==> src/rtl/instr_sequencer.sv <==
// Program-memory instruction sequencer: issues stored words to the ALU either
// free-running every DIV cycles or one at a time under single-step control.
module instr_sequencer #(
    parameter int unsigned          Taminstr  = 8,
    parameter int unsigned          DEPTH     = 16,
    parameter int unsigned          DIV       = 4,
    parameter logic [Taminstr-1:0]  HALT_WORD = 8'hFF,
    localparam int unsigned         PW        = $clog2(DEPTH)
) (
    input  logic                clk,
    input  logic                reset,
    input  logic                wr_en,
    input  logic [PW-1:0]       wr_addr,
    input  logic [Taminstr-1:0] wr_data,
    input  logic                start,
    input  logic                step_mode,
    input  logic                step,
    output logic [Taminstr-1:0] instrucciones,
    output logic                instr_valid,
    output logic [PW-1:0]       pc,
    output logic                busy,
    output logic                done
);

    localparam int unsigned CW = 8;
    localparam logic [CW-1:0] DIV_LOAD = CW'(DIV - 1);
    localparam logic [PW-1:0] LAST_PC  = PW'(DEPTH - 1);

    localparam logic [2:0] S_IDLE  = 3'd0;
    localparam logic [2:0] S_ISSUE = 3'd1;
    localparam logic [2:0] S_WAIT  = 3'd2;
    localparam logic [2:0] S_PAUSE = 3'd3;
    localparam logic [2:0] S_DONE  = 3'd4;

    logic [Taminstr-1:0] mem [DEPTH];

    logic [2:0]          state_q, state_d;
    logic [PW-1:0]       pc_q, pc_d;
    logic [Taminstr-1:0] instr_q, instr_d;
    logic                valid_q, valid_d;
    logic                done_q, done_d;
    logic                busy_q, busy_d;
    logic [CW-1:0]       cnt_q, cnt_d;
    logic                mem_we;
    logic [Taminstr-1:0] cur_word;

    assign cur_word = mem[pc_q];

    // Program store; deliberately has no reset so a program survives reset.
    always_ff @(posedge clk) begin
        if (mem_we) begin
            mem[wr_addr] <= wr_data;
        end
    end

    always_ff @(posedge clk or negedge reset) begin
        if (!reset) begin
            state_q <= S_IDLE;
            pc_q    <= '0;
            instr_q <= '0;
            valid_q <= 1'b0;
            done_q  <= 1'b0;
            busy_q  <= 1'b0;
            cnt_q   <= '0;
        end else begin
            state_q <= state_d;
            pc_q    <= pc_d;
            instr_q <= instr_d;
            valid_q <= valid_d;
            done_q  <= done_d;
            busy_q  <= busy_d;
            cnt_q   <= cnt_d;
        end
    end

    always_comb begin
        state_d = state_q;
        pc_d    = pc_q;
        instr_d = instr_q;
        valid_d = 1'b0;
        done_d  = done_q;
        cnt_d   = cnt_q;
        mem_we  = 1'b0;

        case (state_q)
            S_IDLE, S_DONE: begin
                mem_we = wr_en;
                if (start) begin
                    pc_d    = '0;
                    done_d  = 1'b0;
                    state_d = S_ISSUE;
                end
            end

            S_ISSUE: begin
                if (cur_word == HALT_WORD) begin
                    done_d  = 1'b1;
                    state_d = S_DONE;
                end else begin
                    instr_d = cur_word;
                    valid_d = 1'b1;
                    cnt_d   = DIV_LOAD;
                    // The last slot ends the program; there is no wrap-around run.
                    if (pc_q == LAST_PC) begin
                        pc_d    = '0;
                        done_d  = 1'b1;
                        state_d = S_DONE;
                    end else begin
                        pc_d = pc_q + PW'(1);
                        if (step_mode) begin
                            state_d = S_PAUSE;
                        end else if (DIV == 1) begin
                            state_d = S_ISSUE;
                        end else begin
                            state_d = S_WAIT;
                        end
                    end
                end
            end

            S_WAIT: begin
                if (cnt_q <= CW'(1)) begin
                    cnt_d   = '0;
                    state_d = S_ISSUE;
                end else begin
                    cnt_d = cnt_q - CW'(1);
                end
            end

            S_PAUSE: begin
                if (step || !step_mode) begin
                    state_d = S_ISSUE;
                end
            end

            default: begin
                state_d = S_IDLE;
            end
        endcase

        busy_d = (state_d == S_ISSUE) || (state_d == S_WAIT) || (state_d == S_PAUSE);
    end

    assign instrucciones = instr_q;
    assign instr_valid   = valid_q;
    assign pc            = pc_q;
    assign busy          = busy_q;
    assign done          = done_q;

endmodule

==> config.mk <==
export PLATFORM = sky130hd
export DESIGN_NAME = instr_sequencer
export DESIGN_NICKNAME = d
export VERILOG_FILES = /design/src/rtl/instr_sequencer.sv
export SDC_FILE = /design/constraint.sdc
export NUM_CORES = 1
export LEC_CHECK = 0
export ABC_AREA = 1
export ABC_CLOCK_PERIOD_IN_PS = 1850
export BUFFER_PORTS_ARGS = -buffer_cell sky130_fd_sc_hd__buf_2
export CAP_MARGIN = 20
export CORE_MARGIN = 2
export CORE_UTILIZATION = 50
export CTS_CLUSTER_DIAMETER = 200
export DETAILED_ROUTE_END_ITERATION = 10
export PLACE_DENSITY = 0.77
export SYNTH_ARGS = -nofsm -noshare
export SYNTH_HDL_FRONTEND = slang
export SYNTH_SLANG_ARGS = --single-unit
==> constraint.sdc <==
create_clock -name clk -period 1.85 [get_ports clk]
set_input_delay 0 -clock clk [delete_from_list [all_inputs] [get_ports clk]]
set_output_delay 0 -clock clk [all_outputs]
set_load 0.02 [all_outputs]
==> results.toml, run 1 <==
[synthesis]
synth_area_per_cell_um2 = 10.0
yosys-top-cells-area = "edfxtp_1, nand2_1, dfrtp_1, nand3_1, inv_1"
synthCells = 682
synthesis.area_mm2 = 0.00683
synth_warnings = 0
yosys_register_bits = 154
synth_top_area_frac = 0.563
synthesis.nets = 703
synth-seq-area-share = 0.658
synthDistinctLibCells = 29
yosysTopAreaCell = "edfxtp_1"

[clocking]
cts_buffer_depth = 2
clk_pin_slew_ns = 0.06
clkLatencyLatePin_ns = 0.43
numCtsBuffers = 17
htree_levels = 4
clock-sinks = 154
root_buffer = "clkbuf_16"
tritoncts = "built"

[critical_path]
worstSetupStartpointType = "register"
worstSetupPathType = "reg -> reg"
worstPathRequired_ns = 2.21
slowest_delay_ns = 0.48
path_cells = "buf_12, buf_16, nor2_4, nor2_1, o21ai_1, nand3_1, nand3_1, nand2_2, nand2_2, nor2_4, nand2_4, nand2_8, buf_12, nand3_2, nand2_1"
cp_num_buf_inv = 3
arrival_ns = 2.51
cp_max_fo = 8
cp_top_family = "simple AND/OR/NAND/NOR gates"
crit_path_end_kind = "register"
slowest_stage = "dfrtp_2"

[floorplan]
row_count = 42
die-area_mm2 = 0.0146
initial_core_util = 0.514
ios = 33
die_y_um = 121
die_x_um = 121
core_area_mm2 = 0.0133

[placement]
dp.cells = 910
portBuffers = 32
dpl.hpwl_mm = 10.0
place_ws_ns = -0.301
place_area_mm2 = 0.00745
place.gp.congestion = 0.881

[grt]
grt_start_max_net_pins = 27
grt.overflow.total = 0
grt_pass1_vias = 5126
grtUsageTotal = 0.244
grt_pass1_wl_mm = 26.7
antenna_found_initial = 0

[sta]
drv_slew = 0
rsz0062_at_grt = "true"
final.min_clock_period_ns = 2.15
finalCritPeriodShare = 1.16
hold_slack_ns = -0.00539
max-slew-margin-rel = 0.617
hold_viol = 6
finalClockSkew_ns = 0.00850
worstMarginPinSlew_ns = 0.574
finalSetupViolCount = 26
fmax_ghz = 0.464
worst_slack_ns = -0.305
fin_tns_setup_ns = -6.95

[run_status]
violations = "hold timing, setup timing"
status = "finished, violations left"

[job]
drv_cap = 0

[power]
power_mw = 11.7
p_leak_nw = 3.84
irDropWorstVdd_v = 0.000708
power_density_mw_per_mm2 = 1350

[layout]
syn_to_final_growth_pct = 27.1
drive_gt1_frac = 0.245
diodes = 0
final_core_util = 0.653
stdcell_area_mm2 = 0.00869
fin_cells = 967
layout.nets = 800

[route]
vias = 5222
ant_nets = 0
drcViolationCount = 0
routed_wl_mm = 17.2
first_pass_iters = 5
drtIter0Drc = 450
routedWlPerCell_um = 17.7
vias_per_cell = 5.40

[hold_path]
hp-class = "in -> reg"
## final cells by class
class                   count  area (um2)
repair buffers            105         988
well taps                 176         220
multi-input cells         422        2070
flip-flops and latches    154        4500
clock buffers              18         429
fillers                   939        4610
inverters                  79         304
clock inverters            13         175
## path summary, 6_finish.rpt
path / from / cells past startpoint / slack (ns) / to
max reg2reg: pc[0]$_DFFE_PN0P_ / 15 / -0.30 / cnt_q[4]$_DFFE_PN0P_
max: pc[0]$_DFFE_PN0P_ / 15 / -0.30 / cnt_q[4]$_DFFE_PN0P_
min reg2reg: instrucciones[0]$_DFFE_PN0P_ / 2 / 0.48 / instrucciones[0]$_DFFE_PN0P_
max in group asynchronous: reset / 2 / 1.34 / pc[0]$_DFFE_PN0P_
min: wr_data[2] / 1 / -0.005 / mem[10][2]$_DFFE_PP_
min in group asynchronous: reset / 2 / 0.10 / pc[3]$_DFFE_PN0P_
## timing repair
action | CTS | global route
setup endpoints to repair | 26 | 126
buffers inserted | 13 | 0
pin swaps | 23 | 15
hold endpoints to repair | 93 | 0
gates cloned | 4 | 2
gates resized for setup | 46 | 35
hold buffers | 7 | 0
## routing by layer
| layer | wire [um] | vias up | GRT usage |
|---|---|---|---|
| li1 | - | 2432 | - |
| met1 | 6880 | 2537 | 0.321 |
| met2 | 8620 | 222 | 0.410 |
| met3 | 1390 | 31 | 0.0531 |
| met4 | 264 | 0 | 0.0719 |
| met5 | 0 | - | 0 |
## report_power, final
group / total (mW) / internal, mW / leakage (nW) / switching [mW]
Combinational: 3.86 / 1.61 / 2.07 / 2.25
Clock: 3.57 / 2.24 / 0.291 / 1.33
Sequential: 4.30 / 4.06 / 1.48 / 0.240
Total: 11.7 / 7.91 / 3.84 / 3.82
## cell usage after synthesis (all sizes together)
library cell	n
inv	77
a21oi	1
a211oi	1
o21ai	15
and2	1
edfxtp	128
xor2	3
nand4	6
o2111ai	1
xnor2	2
ha	3
nand2	243
clkinv	2
nor2	44
or2	3
dfrtp	26
nor3	4
buf	25
nand3	94
clkbuf	2
nand3b	1
## flip-flops by register name, indices dropped and copies added, names as in the netlist
name           cells
cnt_q              8
done               1
instrucciones      8
pc                 4
state_q            3
mem              128
busy               1
instr_valid        1
## logic make-up (layout without fill, tap and decap cells)
kind of cell / Yosys count / in the layout / synth area share
XOR/XNOR: 5 / 5 / 0.00641
buffers and inverters: 106 / 215 / 0.0743
AO/OA/AOI/OAI: 18 / 18 / 0.0141
flip-flops: 154 / 154 / 0.658
adder cells (fa/ha/maj): 3 / 3 / 0.00549
AND/OR/NAND/NOR: 396 / 396 / 0.242
## cells in the final DEF, fill, tap and decap left out, types with 4 or more instances in the layout
cell type	count
nand2_1	222
edfxtp_1	128
inv_1	74
nand3_1	64
buf_4	44
nor2_1	37
buf_2	32
nand3_2	30
dfrtp_1	24
nand2_2	19
clkbuf_16	19
buf_12	10
o21ai_0	8
dlygate4sd3_1	7
o21ai_1	6
nand4_1	6
buf_6	6
nor2_2	5
clkinv_1	4
bufinv_16	4
buf_16	4
Note: power is estimated with default switching activity, not from simulation.
==> run 2, diff against run 1 <==
Settings changed: ABC_CLOCK_PERIOD_IN_PS 1850 to unset, CORE_UTILIZATION 50 to 55, PLACE_DENSITY 0.77 to 0.82, SLEW_MARGIN set to 20.
==> run 2 against run 1 <==
Against the previous run: setup slack lost 0.058 ns; combinational power grew 9.6%; highest routed layer unchanged; register-to-register slack lost 0.06 ns; largest cell class unchanged; the run ends with setup timing left; maximum frequency shrank 2.6%; clock skew is essentially flat; critical path type unchanged; first-iteration DRC count grew 50%; global-route usage grew 1.3 points; via count grew 5.7%; count of clock-buffer cells in the layout is the same; non-clock buffer count grew 10.
==> results.toml, run 2 (synthesis results as in run 1) <==
[critical_path]
cp_max_fo = 8
cp_common_cell = "nand2_1"
cp_top_family = "simple AND/OR/NAND/NOR gates"
crit_path_end_kind = "register"
arrival_ns = 2.58
slowest_stage = "dfrtp_4"
path_cells = "buf_12, clkinv_8, buf_12, nand2_1, nand2_1, nand2_1, nand3_1, nand3_2, nand2_2, nand2_2, nor2_4, nand2_4, nand2_8, buf_4, nand3_1, nand2_1"
slowest_delay_ns = 0.49
worstPathRequired_ns = 2.22
worstSetupPathType = "reg -> reg"
cp_num_buf_inv = 4
worstSetupStartpointType = "register"

[grt]
antenna_found_initial = 0
grt.overflow.total = 0
grt_start_max_net_pins = 41
grt_pass1_vias = 5089
grt_pass1_wl_mm = 25.4
grtUsageTotal = 0.258

[run_status]
violations = "setup timing"
status = "finished, violations left"

[layout]
syn_to_final_growth_pct = 30.5
final_cell_mix = "nand2_1, edfxtp_1, inv_1"
diodes = 0
layout.nets = 811
stdcell_area_mm2 = 0.00892
layout_commonest_cell = "nand2_1"
max_flop_register = "mem"
drive_gt1_frac = 0.274
fin_cells = 971
largest_reg_flops = 128

[sta]
finalSetupViolCount = 26
fin_tns_setup_ns = -8.32
finalClockSkew_ns = 0.00848
hold_viol = 0
finalCritPeriodShare = 1.20
max-slew-margin-rel = 0.615
rsz0062_at_grt = "true"
drv_slew = 0
worstMarginPinSlew_ns = 0.577
fmax_ghz = 0.452
final.min_clock_period_ns = 2.21
worst_slack_ns = -0.363

[power]
irDropWorstVdd_v = 0.000870
p_leak_nw = 3.95
power_density_mw_per_mm2 = 1350

[route]
vias = 5519
ant_nets = 0
vias_per_cell = 5.68
drtIter0Drc = 673
wl_met1_mm = 7.21
highest_layer = "met4"
drcViolationCount = 0
met2_length_mm = 9.92
first_pass_iters = 5
wl_met3_mm = 1.77
routed_wl_mm = 19.6
routedWlPerCell_um = 20.2

[placement]
place.gp.congestion = 0.912
portBuffers = 32
place_area_mm2 = 0.00747
dpl.hpwl_mm = 10.2
dp.cells = 903

[floorplan]
die_x_um = 115
core_area_mm2 = 0.0121
die-area_mm2 = 0.0133
row_count = 40
ios = 33
initial_core_util = 0.566
die_y_um = 115

[clocking]
numCtsBuffers = 17
root_buffer = "clkbuf_16"
cts_buffer_depth = 2
clkLatencyLatePin_ns = 0.44
htree_levels = 4
tritoncts = "built"
clock-sinks = 154
clk_pin_slew_ns = 0.07

[job]
drv_cap = 0

[hold_path]
hp-class = "in -> reg"
==> run 2: changes by cell type in the layout (fill, tap and decap cells not counted), sizes merged <==
cell / delta
clkinv: -1
clkinvlp: -1
inv: +6
dlygate4sd3: +3
bufinv: -2
clkbuf: +7
==> run 2: cell type report <==
cell class / instances / area, um2
Timing Repair Buffer: 115 / 1140
Multi-Input combinational cell: 422 / 2150
Clock inverter: 14 / 160
Fill cell: 716 / 3140
Inverter: 79 / 318
Sequential cell: 154 / 4500
Timing Repair inverter: 1 / 16.3
Tap cell: 168 / 210
Clock buffer: 18 / 429
==> run 2: timing repair <==
action / 4_1_cts / 5_1_grt
endpoints found under the setup margin: 26 / 40
hold buffers: 10 / 0
gates cloned: 1 / 14
endpoints found under the hold margin: 142 / 0
pin swaps: 5 / 17
gates resized for setup: 11 / 88
setup buffers: 6 / 5
==> run 2: layer usage <==
| layer | vias to the layer above | GRT usage |
|---|---|---|
| li1 | 2453 | - |
| met1 | 2636 | 0.321 |
| met2 | 361 | 0.427 |
| met3 | 69 | 0.0706 |
| met4 | 0 | 0.108 |
| met5 | - | 0 |
==> run 2: worst paths after layout <==
kind	from	to	slack, ns	cells past startpoint
worst max-delay path	pc[0]$_DFFE_PN0P_	pc[2]$_DFFE_PN0P_	-0.36	16
max in group asynchronous	reset	pc[0]$_DFFE_PN0P_	1.31	2
worst min-delay path	wr_data[1]	mem[8][1]$_DFFE_PP_	0.02	1
min in group asynchronous	reset	state_q[2]$_DFF_PN0_	0.11	2
worst max register to register	pc[0]$_DFFE_PN0P_	pc[2]$_DFFE_PN0P_	-0.36	16
worst min register to register	instrucciones[3]$_DFFE_PN0P_	instrucciones[3]$_DFFE_PN0P_	0.49	2
==> run 2: report_power, final <==
part | switching (mW) | internal [mW] | leakage, nW | total (mW)
clock | 1.48 | 2.02 | 0.288 | 3.50
sequential | 0.217 | 4.06 | 1.48 | 4.28
combinational | 2.49 | 1.74 | 2.18 | 4.23
==> run 2: stage by stage <==
stage | setup WS (ns) | total power [mW] | util | hold WS, ns
2_1_floorplan | 0.0179 | 6.30 | - | -0.296
3_3_place_gp | -0.159 | 7.21 | 0.619 | 0.0212
3_5_place_dp | -0.215 | 7.34 | 0.619 | 0.0280
4_1_cts | -0.173 | 11.0 | 0.685 | 0.000677
5_1_grt | -0.459 | 12.5 | 0.740 | 0.0174
6_report | -0.363 | 12.0 | 0.740 | 0.0195
==> run 2: worst reg2reg max path, delay by kind of cell, from the launching register on <==
kind	cells	cell delay, ns
DFF	1	0.49
buffers and inverters	4	0.52
and+or+nand+nor	12	1.12
==> run 3, diff against run 2 <==
Settings changed: CORE_MARGIN 2 to unset, RECOVER_POWER set to 50.
==> run 3 against run 2 <==
Against the previous run: the run still ends with setup timing left; sequential power barely moved; maximum frequency fell by 1.3%; critical path depth shrank 1; sequential share of layout area rose by 0.66 points.
==> results.toml, run 3 (synthesis results as in run 1) <==
[placement]
dp.cells = 906
dpl.hpwl_mm = 10.2
place.gp.congestion = 0.878
portBuffers = 32

[sta]
fmax_ghz = 0.446
finalClockSkew_ns = 0.0178
worst_slack_ns = -0.391
worstMarginPinSlew_ns = 1.44
fin_tns_setup_ns = -8.73
finalSetupViolCount = 26
rsz0062_at_grt = "true"
max-slew-margin-rel = 0.0423
final.min_clock_period_ns = 2.24
finalCritPeriodShare = 1.21
hold_viol = 0
drv_slew = 0
hold_slack_ns = 0.0630

[layout]
fin_cells = 972
n_fill_cell = 753
syn_to_final_growth_pct = 28.9
multi_input_area_mm2 = 0.00215
final_core_util = 0.730
layout_commonest_cell = "nand2_1"
max_flop_register = "mem"
largest_reg_flops = 128
layout.nets = 812
final_cell_mix = "nand2_1, edfxtp_1, inv_1"
drive_gt1_frac = 0.260
diodes = 0
seq_area_mm2 = 0.00450

[clocking]
root_buffer = "clkbuf_16"
tritoncts = "built"
clkLatencyLatePin_ns = 0.44
htree_levels = 4
cts_buffer_depth = 2
clock-sinks = 154
numCtsBuffers = 17
clk_pin_slew_ns = 0.06

[power]
power_density_mw_per_mm2 = 1320
irDropWorstVdd_v = 0.000810
p_leak_nw = 3.85
power_mw = 11.6

[floorplan]
initial_core_util = 0.566
core_area_mm2 = 0.0121
ios = 33
die-area_mm2 = 0.0129
row_count = 40
die_x_um = 113
die_y_um = 113

[grt]
grt.overflow.total = 0
grtUsageTotal = 0.267
grt_pass1_vias = 5104
grt_pass1_wl_mm = 25.3
antenna_found_initial = 0
grt_start_max_net_pins = 47

[run_status]
status = "finished, violations left"
violations = "setup timing"

[critical_path]
worstSetupStartpointType = "register"
arrival_ns = 2.55
crit_path_end_kind = "register"
worstPathRequired_ns = 2.16
worstSetupPathType = "reg -> reg"
cp_max_fo = 8

[job]
drv_cap = 0

[route]
routedWlPerCell_um = 19.2
vias_per_cell = 5.60
drcViolationCount = 0
drtIter0Drc = 757
first_pass_iters = 6
vias = 5445
ant_nets = 0
routed_wl_mm = 18.7

[hold_path]
hp-class = "in -> reg"
[run 3: critical path, stage by stage, from the launching register on]
cell and delay, ns:
dfrtp_4 0.50, buf_12 0.17, buf_12 0.15, nor2_2 0.11
nor2_1 0.06, o21ai_1 0.15, nand3_2 0.11, nand3_2 0.10
nand2_2 0.09, nand2_2 0.08, nor2_4 0.05, nand2_4 0.13
nand2_8 0.12, buf_6 0.16, nand2_1 0.06, nand2_1 0.05
[run 3: routing by layer]
metal / GRT usage / vias to the layer above / part of all wire
li1: - / 2450 / -
met1: 0.323 / 2560 / 0.36
met2: 0.444 / 372 / 0.50
met3: 0.0824 / 63 / 0.10
met4: 0.114 / 0 / 0.035
met5: 0 / - / 0
[run 3: where the power goes]
group	internal (mW)	switching, mW	leakage [nW]
Sequential	4.07	0.222	1.48
Combinational	1.69	2.48	2.12
Clock	1.83	1.36	0.253
Total	7.58	4.06	3.85
[run 3: path summary, 6_finish.rpt]
check	cells after the start	slack [ns]	endpoint	start
worst max-delay path	15	-0.39	instrucciones[3]$_DFFE_PN0P_	pc[0]$_DFFE_PN0P_
worst min-delay path	5	0.06	state_q[1]$_DFF_PN0_	step
worst max register to register	15	-0.39	instrucciones[3]$_DFFE_PN0P_	pc[0]$_DFFE_PN0P_
worst min register to register	2	0.48	instrucciones[2]$_DFFE_PN0P_	instrucciones[2]$_DFFE_PN0P_
max in group asynchronous	2	0.38	pc[0]$_DFFE_PN0P_	reset
min in group asynchronous	2	0.44	instr_valid$_DFF_PN0_	reset
[run 3: repair_timing]
item | CTS | global route
endpoints found under the hold margin | 158 | 0
hold buffers | 11 | 0
gates cloned | 0 | 13
endpoints found under the setup margin | 26 | 34
resized for setup | 11 | 95
pin swaps | 4 | 27
setup buffers | 1 | 9
[run 3: cell type report]
type                       instances  share of cell area
clock buffer                      19              0.0492
clock inverter                    13              0.0118
inverter                          79              0.0357
multi-input combinational        422               0.244
sequential                       154               0.511
tap                              168              0.0239
timing repair buffer             115               0.122
timing repair inverter             2             0.00227
[run 3: through the flow]
stage / worst slack [ns] / cell area [um2]
floorplan: 0.0179 / 6840
global placement: -0.123 / 7470
detailed placement: -0.215 / 7470
CTS: -0.171 / 8160
global route: -0.455 / 8800
finish: -0.391 / 8800
